<file path="src/rtl/uart_rx_cfg.sv">
// Parametrised UART receiver: 2-flop synchronizer, mid-bit 3-sample majority vote,
// optional parity, 1-2 stop bits and sticky error flags behind a rdy/clr_rdy handshake.
module uart_rx_cfg #(
  parameter int CLK_DIV   = 34,
  parameter int DATA_BITS = 8,
  parameter int PARITY    = 0,
  parameter int STOP_BITS = 1,
  parameter int RX_INV    = 0
) (
  input  logic                 clk,
  input  logic                 rst_n,
  input  logic                 RX,
  input  logic                 clr_rdy,
  output logic [DATA_BITS-1:0] rx_data,
  output logic                 rdy,
  output logic                 parity_err,
  output logic                 frame_err,
  output logic                 overrun
);

  localparam int BAUD_W = $clog2(CLK_DIV);
  localparam int BIT_W  = $clog2(DATA_BITS);
  localparam logic [BAUD_W-1:0] BAUD_HALF = BAUD_W'(CLK_DIV / 2 - 1);
  localparam logic [BAUD_W-1:0] BAUD_FULL = BAUD_W'(CLK_DIV - 1);
  localparam logic [BIT_W-1:0]  LAST_DATA = BIT_W'(DATA_BITS - 1);
  localparam logic [BIT_W-1:0]  LAST_STOP = BIT_W'(STOP_BITS - 1);

  typedef enum logic [2:0] {IDLE, START, DATA, PAR, STOP} state_t;
  state_t state, state_nxt;

  logic                 line, sync1, rx_s, rx_s_d;
  logic [BAUD_W-1:0]    baud_cnt;
  logic [BIT_W-1:0]     bit_idx;
  logic [DATA_BITS-1:0] shreg;
  logic                 vote2, vote1, bit_val, tick, start_edge;
  logic                 last_data, last_stop, par_exp, perr, ferr;
  logic                 shift_en, idx_step, idx_clr, par_chk, stop_chk, deliver;

  assign line = (RX_INV != 0) ? ~RX : RX;

  // Flops reset to the idle level so a reset never looks like a start edge
  always_ff @(posedge clk or negedge rst_n) begin
    if (!rst_n) begin
      sync1  <= 1'b1;
      rx_s   <= 1'b1;
      rx_s_d <= 1'b1;
    end else begin
      sync1  <= line;
      rx_s   <= sync1;
      rx_s_d <= rx_s;
    end
  end

  assign start_edge = (state == IDLE) && rx_s_d && !rx_s;
  assign tick       = (state != IDLE) && (baud_cnt == '0);
  assign bit_val    = (vote2 & vote1) | (vote2 & rx_s) | (vote1 & rx_s);
  assign last_data  = (bit_idx == LAST_DATA);
  assign last_stop  = (bit_idx == LAST_STOP);
  assign par_exp    = (PARITY == 2) ? ^shreg : ~^shreg;

  always_ff @(posedge clk or negedge rst_n) begin
    if (!rst_n) state <= IDLE;
    else        state <= state_nxt;
  end

  always_comb begin
    state_nxt = state;
    case (state)
      IDLE:    if (start_edge) state_nxt = START;
      START:   if (tick) state_nxt = bit_val ? IDLE : DATA;
      DATA:    if (tick && last_data) state_nxt = (PARITY != 0) ? PAR : STOP;
      PAR:     if (tick) state_nxt = STOP;
      STOP:    if (tick && last_stop) state_nxt = IDLE;
      default: state_nxt = IDLE;
    endcase
  end

  always_comb begin
    shift_en = 1'b0;
    idx_step = 1'b0;
    idx_clr  = 1'b0;
    par_chk  = 1'b0;
    stop_chk = 1'b0;
    deliver  = 1'b0;
    if (tick) begin
      case (state)
        START: idx_clr = 1'b1;
        DATA: begin
          shift_en = 1'b1;
          if (last_data) idx_clr = 1'b1;
          else           idx_step = 1'b1;
        end
        PAR: par_chk = 1'b1;
        STOP: begin
          stop_chk = 1'b1;
          if (last_stop) deliver = 1'b1;
          else           idx_step = 1'b1;
        end
        default: ;
      endcase
    end
  end

  // The votes at baud_cnt 2 and 1 are combined with the live rx_s at 0
  always_ff @(posedge clk or negedge rst_n) begin
    if (!rst_n) begin
      baud_cnt <= '0;
      bit_idx  <= '0;
      vote2    <= 1'b1;
      vote1    <= 1'b1;
      shreg    <= '0;
      perr     <= 1'b0;
      ferr     <= 1'b0;
    end else begin
      if (start_edge)
        baud_cnt <= BAUD_HALF;
      else if (state != IDLE)
        baud_cnt <= (baud_cnt == '0) ? BAUD_FULL : baud_cnt - 1'b1;
      if (baud_cnt == BAUD_W'(2)) vote2 <= rx_s;
      if (baud_cnt == BAUD_W'(1)) vote1 <= rx_s;
      if (idx_clr)       bit_idx <= '0;
      else if (idx_step) bit_idx <= bit_idx + 1'b1;
      if (shift_en) shreg <= {bit_val, shreg[DATA_BITS-1:1]};
      if (start_edge) begin
        perr <= 1'b0;
        ferr <= 1'b0;
      end else begin
        if (par_chk && (bit_val != par_exp)) perr <= 1'b1;
        if (stop_chk && !bit_val)            ferr <= 1'b1;
      end
    end
  end

  // Completion beats a simultaneous clr_rdy; the flags then describe only the new word
  always_ff @(posedge clk or negedge rst_n) begin
    if (!rst_n) begin
      rx_data    <= '0;
      rdy        <= 1'b0;
      parity_err <= 1'b0;
      frame_err  <= 1'b0;
      overrun    <= 1'b0;
    end else if (deliver) begin
      rx_data    <= shreg;
      rdy        <= 1'b1;
      parity_err <= (parity_err & ~clr_rdy) | perr;
      frame_err  <= (frame_err & ~clr_rdy) | ferr | ~bit_val;
      overrun    <= (overrun | rdy) & ~clr_rdy;
    end else if (clr_rdy) begin
      rdy        <= 1'b0;
      parity_err <= 1'b0;
      frame_err  <= 1'b0;
      overrun    <= 1'b0;
    end
  end

endmodule

</file>
<file path="config.mk">
export PLATFORM = sky130hd
export DESIGN_NAME = uart_rx_cfg
export DESIGN_NICKNAME = d
export VERILOG_FILES = /design/src/rtl/uart_rx_cfg.sv
export SDC_FILE = /design/constraint.sdc
export NUM_CORES = 1
export LEC_CHECK = 0
export CORE_MARGIN = 5
export CORE_UTILIZATION = 35
export DETAILED_ROUTE_END_ITERATION = 7
export GPL_TIMING_DRIVEN = 0
export HOLD_SLACK_MARGIN = 0.08
export PLACE_DENSITY = 0.59
export SLEW_MARGIN = 20
export SYNTH_ARGS = -nofsm -noshare
export SYNTH_HDL_FRONTEND = slang
export SYNTH_SLANG_ARGS = --single-unit
</file>
<file path="constraint.sdc">
create_clock -name clk -period 1.7 [get_ports clk]
set_input_delay 0.425 -clock clk [delete_from_list [all_inputs] [get_ports clk]]
set_output_delay 0.425 -clock clk [all_outputs]
set_load 0.02 [all_outputs]
</file>
==> flow_summary.html <==
<table>
<tr><th>Metric</th><th>Value</th></tr>
<tr><th colspan="2">Outcome</th></tr>
<tr><td>Result of the run</td><td>complete, no violations</td></tr>
<tr><th colspan="2">Clocking</th></tr>
<tr><td>Clk sinks</td><td>39</td></tr>
<tr><td>Number of H-tree branching levels</td><td>2</td></tr>
<tr><td>Number of buffers added by the clock tree synthesis step</td><td>5</td></tr>
<tr><td>Maximum buffer depth of the clock tree</td><td>2</td></tr>
<tr><td>Root buf cell</td><td>sky130_fd_sc_hd__clkbuf_8</td></tr>
<tr><td>Clock latency of the later-clocked register in the worst-skew pair</td><td>280 ps</td></tr>
<tr><td>Number of buffers inserted by hold repair at cts</td><td>0</td></tr>
<tr><td>TritonCTS clock tree</td><td>yes</td></tr>
<tr><td>Clock Pin Slew Worst Setup and Hold Paths</td><td>80 ps</td></tr>
<tr><th colspan="2">Cells and area</th></tr>
<tr><td>Ant. Diodes</td><td>0</td></tr>
<tr><td>Fillers</td><td>492</td></tr>
<tr><td>Area Growth Syn to Fin</td><td>25.84%</td></tr>
<tr><td>NumNets Final</td><td>206</td></tr>
<tr><td>Post-route design area</td><td>0.002389 mm^2</td></tr>
<tr><td>Share of final-layout standard cells stronger than drive strength 1</td><td>0.3112</td></tr>
<tr><td>Area taken by flip-flops and latches</td><td>987.2 um^2</td></tr>
<tr><td>Area used by multi-input combinational logic</td><td>879.6 um^2</td></tr>
<tr><th colspan="2">Setup path</th></tr>
<tr><td>Path depth of the worst reg2reg path</td><td>5</td></tr>
<tr><td>Start-to-end type of the worst setup path</td><td>flip-flop to flip-flop</td></tr>
<tr><td>Critical Path Fanout Max</td><td>10</td></tr>
<tr><td>Slack of the worst reg-to-reg path</td><td>50 ps</td></tr>
<tr><td>Critical Path End Type</td><td>flip-flop</td></tr>
<tr><td>Reg-to-reg startpoint</td><td>state[0]</td></tr>
<tr><td>Max stage delay on crit path</td><td>440 ps</td></tr>
<tr><td>R2r endpoint</td><td>bit_idx[2]</td></tr>
<tr><td>Required time of the worst setup path</td><td>1880 ps</td></tr>
<tr><td>CP Data Arrival Time</td><td>1820 ps</td></tr>
<tr><td>Critical path's slowest cell</td><td>sky130_fd_sc_hd__or3b_2</td></tr>
<tr><td>Cells traversed along the worst timing path</td><td>buf_4 -&gt; or3b_2 -&gt; o22ai_1 -&gt; nand2_2 -&gt; mux2_2</td></tr>
<tr><td>Startpoint types</td><td>flip-flop</td></tr>
<tr><th colspan="2">STA</th></tr>
<tr><td>Accumulated negative setup slack</td><td>0 ps</td></tr>
<tr><td>Worst Tran Pin Value</td><td>609.6 ps</td></tr>
<tr><td>Relative slew margins</td><td>0.5905</td></tr>
<tr><td>Timing-limited maximum frequency</td><td>607.9 MHz</td></tr>
<tr><td>Final Hold Violating Endpoints</td><td>0</td></tr>
<tr><td>Number of failing setup endpoints in the final timing report</td><td>0</td></tr>
<tr><td>Crit share post-route</td><td>0.9677</td></tr>
<tr><td>Number of pins exceeding their max-slew limit in the final report</td><td>0</td></tr>
<tr><td>Worst Skew</td><td>7.444 ps</td></tr>
<tr><td>Shortest clock period the worst path allows after layout</td><td>1645 ps</td></tr>
<tr><td>Setup repair after global routing missed its margin</td><td>yes</td></tr>
<tr><th colspan="2">Floorplanning</th></tr>
<tr><td>Initial Util</td><td>0.3670</td></tr>
<tr><td>Core Region</td><td>0.005172 mm^2</td></tr>
<tr><td>Row count</td><td>26</td></tr>
<tr><td>Area of the die</td><td>0.006996 mm^2</td></tr>
<tr><td>Die outline width</td><td>83.64 um</td></tr>
<tr><td>Floorplan die height</td><td>83.64 um</td></tr>
<tr><td>Number of I/O pins</td><td>16</td></tr>
<tr><th colspan="2">Logic synthesis</th></tr>
<tr><td>Count of distinct cell types in the synthesized netlist</td><td>38</td></tr>
<tr><td>Synthesis-stage register bit count</td><td>39</td></tr>
<tr><td>Number of flops mapped to enable cells by yosys</td><td>0</td></tr>
<tr><td>Most repeated cell in the gate-level netlist after synthesis</td><td>sky130_fd_sc_hd__dfrtp_1</td></tr>
<tr><td>Summed instance area of the synthesized netlist</td><td>0.001898 mm^2</td></tr>
<tr><td>Fraction of the mapped netlist area in simple logic gates</td><td>0.1259</td></tr>
<tr><td>Proportion of synthesized flip-flops having asynchronous set or reset</td><td>1.000</td></tr>
<tr><td>Sequential-to-total area share from yosys stat</td><td>0.5175</td></tr>
<tr><td>Post-synthesis xor/xnor area fraction</td><td>0.04417</td></tr>
<tr><td>Cell accounting for the most synthesized area</td><td>sky130_fd_sc_hd__dfrtp_1</td></tr>
<tr><td>Number of cells produced by synthesis</td><td>161</td></tr>
<tr><td>Proportion of netlist area held by the largest area contributor</td><td>0.4483</td></tr>
<tr><td>Compound-cell area share of the yosys netlist</td><td>0.1009</td></tr>
<tr><td>Cell types with the largest area share after synthesis</td><td>sky130_fd_sc_hd__dfrtp_1 (45%), sky130_fd_sc_hd__mux2_2 (7.1%), sky130_fd_sc_hd__dfstp_2 (6.9%)</td></tr>
<tr><td>Adder-cell share of the synthesized area</td><td>0.04614</td></tr>
<tr><td>Main combinational cell family by area after synthesis</td><td>multiplexers</td></tr>
<tr><td>Yosys warnings</td><td>0</td></tr>
<tr><td>Syn nets</td><td>172</td></tr>
<tr><td>Leading register cell type out of synthesis</td><td>sky130_fd_sc_hd__dfrtp_1</td></tr>
<tr><td>Post-Synthesis Mean Instance Area</td><td>11.79 um^2</td></tr>
<tr><td>Portion of netlist area occupied by mux cells</td><td>0.1318</td></tr>
<tr><td>Post-synth top cells</td><td>sky130_fd_sc_hd__dfrtp_1 (34), sky130_fd_sc_hd__mux2_2 (12), sky130_fd_sc_hd__nand2_1 (12), sky130_fd_sc_hd__a21oi_1 (10), sky130_fd_sc_hd__o21ai_0 (9)</td></tr>
<tr><th colspan="2">Detailed routing</th></tr>
<tr><td>Post-route DRC violation count</td><td>0</td></tr>
<tr><td>Violation count after the first detailed-routing iteration</td><td>37</td></tr>
<tr><td>Sum of routed wire length over all layers</td><td>3682 um</td></tr>
<tr><td>Total vias in the final route</td><td>1327</td></tr>
<tr><td>Remaining antenna violation count after routing</td><td>0</td></tr>
<tr><td>Routed wire length per instance</td><td>13.84 um</td></tr>
<tr><td>Detailed-route vias per instance</td><td>4.989</td></tr>
<tr><td>TritonRoute pass-1 iters</td><td>4</td></tr>
<tr><th colspan="2">Placement</th></tr>
<tr><td>Routability congestion estimate from global placement</td><td>0.7897</td></tr>
<tr><td>Instance area at placement</td><td>0.002160 mm^2</td></tr>
<tr><td>Post-detailed-placement half-perimeter wirelength</td><td>2590 um</td></tr>
<tr><td>Buffers added on ports</td><td>15</td></tr>
<tr><th colspan="2">Power</th></tr>
<tr><td>Fraction of power consumed by sequential logic</td><td>0.424</td></tr>
<tr><td>Proportion of power drawn by the clock network</td><td>0.195</td></tr>
<tr><td>Max IR drop VDD</td><td>574.0 uV</td></tr>
<tr><td>Cell-internal power</td><td>1.988 mW</td></tr>
<tr><td>Comb power frac</td><td>0.381</td></tr>
<tr><td>Cell Pwr Density</td><td>1294 mW/mm^2</td></tr>
<tr><td>Standby leakage power</td><td>1.246 nW</td></tr>
<tr><td>Net load switching power</td><td>1.102 mW</td></tr>
<tr><td>Fraction of power spent switching nets</td><td>0.3566</td></tr>
<tr><th colspan="2">Global route</th></tr>
<tr><td>Via count of the first global-routing pass</td><td>1399</td></tr>
<tr><td>Wire length of the first global-routing pass</td><td>6375 um</td></tr>
<tr><td>Combined global-route utilization of all metal layers</td><td>0.1081</td></tr>
<tr><td>Overflow left after global routing</td><td>0</td></tr>
<tr><td>Largest net degree at the start of global routing</td><td>22</td></tr>
<tr><td>Initial antenna violation count</td><td>0</td></tr>
<tr><th colspan="2">Job</th></tr>
<tr><td>Maximum Capacitance Violations</td><td>0</td></tr>
<tr><th colspan="2">Hold path</th></tr>
<tr><td>Path class of the lowest-slack min-delay path</td><td>primary input to async pin</td></tr>
</table>
## sequential cells by signal, summed over array words and instances, names as in the netlist
register    count
rx_data         8
shreg           8
baud_cnt        6
bit_idx         3
state           3
ferr            1
frame_err       1
overrun         1
parity_err      1
perr            1
rdy             1
rx_s            1
rx_s_d          1
sync1           1
vote1           1
vote2           1
## routing by layer
| layer | track usage | vias up | share of wire |
|---|---|---|---|
| met5 | 0 | - | 0 |
| met4 | 0.02193 | 0 | 0.011 |
| met3 | 0.02567 | 4 | 0.032 |
| met2 | 0.1837 | 19 | 0.50 |
| met1 | 0.1403 | 672 | 0.46 |
| li1 | - | 632 | - |
## power groups by stage
stage | Clock [mW] | Combinational, mW | Sequential [mW]
after CTS | 0.626 | 1.09 | 1.32
after global routing | 0.667 | 1.31 | 1.34
after floorplan | 0 | 0.761 | 1.27
final | 0.602 | 1.18 | 1.31
after detailed placement | 0 | 0.970 | 1.31
after global placement | 0 | 0.925 | 1.30
## layout by cell type (no fill, tap or decap), types with 2 or more instances in the layout
cell / instances
sky130_fd_sc_hd__dfrtp_1: 30
sky130_fd_sc_hd__nand2_1: 11
sky130_fd_sc_hd__xnor2_1: 7
sky130_fd_sc_hd__dfrtp_2: 4
sky130_fd_sc_hd__ha_1: 6
sky130_fd_sc_hd__mux2_2: 12
sky130_fd_sc_hd__nor3_1: 3
sky130_fd_sc_hd__clkdlybuf4s50_1: 2
sky130_fd_sc_hd__dlymetal6s2s_1: 9
sky130_fd_sc_hd__mux2_4: 7
sky130_fd_sc_hd__o21ai_0: 8
sky130_fd_sc_hd__nand3_1: 2
sky130_fd_sc_hd__dfstp_2: 5
sky130_fd_sc_hd__inv_1: 7
sky130_fd_sc_hd__dlygate4sd2_1: 3
sky130_fd_sc_hd__clkbuf_8: 5
sky130_fd_sc_hd__o22ai_1: 4
sky130_fd_sc_hd__nor2b_1: 3
sky130_fd_sc_hd__nor2_1: 6
sky130_fd_sc_hd__a21oi_1: 10
sky130_fd_sc_hd__nand4b_1: 2
sky130_fd_sc_hd__nand2b_1: 3
sky130_fd_sc_hd__buf_4: 15
sky130_fd_sc_hd__or3_1: 2
## cell type report
class | instances | area share
well taps | 70 | 0.03667
multi-input cells | 109 | 0.3683
repair buffers | 30 | 0.1241
plain buffers | 2 | 0.009429
clock inverters | 2 | 0.005238
inverters | 8 | 0.01257
flip-flops and latches | 39 | 0.4133
clock buffers | 6 | 0.03038
## how the worst max path moves through the flow
stage | from | end | slack, ps | depth (start not counted)
after global placement | rst_n | baud_cnt[2] | -840 | 1
after CTS | baud_cnt[2] | rx_data[7] | 0.07 | 6
after detailed placement | baud_cnt[2] | shreg[3] | -270 | 3
final | state[0] | bit_idx[2] | 50 | 5
after floorplan | baud_cnt[2] | rx_data[1] | -40 | 6
after global routing | baud_cnt[3] | shreg[6] | -20 | 5
## what timing repair did
item | 4_1_cts | 5_1_grt
endpoints found under the hold margin | 0 | 0
pin swaps | 3 | 4
setup buffers | 9 | 5
gates resized for setup | 11 | 17
setup endpoints to repair | 23 | 24
## kinds of logic after synthesis
family,Yosys count
buf+inv,13
flops,39
fa+ha+maj,7
xor+xnor,8
mux,20
compound gates,32
simple gates,42
## worst max-delay path: cells and delay by family, from the launching register on
family,cells,cell delay (ps)
AOI/OAI and AO/OA,1,150
buffers and inverters,1,180
DFF,1,390
muxes,1,280
and+or+nand+nor,2,550
## through the flow
stage | total power [mW] | utilization | hold slack (ps) | setup slack, ps | std cells
after floorplan | 2.028 | - | 129.4 | -36.28 | 161
after CTS | 3.033 | 0.4492 | 105.1 | 0.06506 | 262
after global routing | 3.316 | 0.4618 | 132.1 | -17.25 | 266
after detailed placement | 2.285 | 0.4175 | 348.2 | -268.5 | 247
final | 3.090 | 0.4618 | 95.13 | 54.90 | 266
after global placement | 2.221 | 0.4132 | 347.9 | -835.4 | 246
Power figures use the tool's default switching activity.
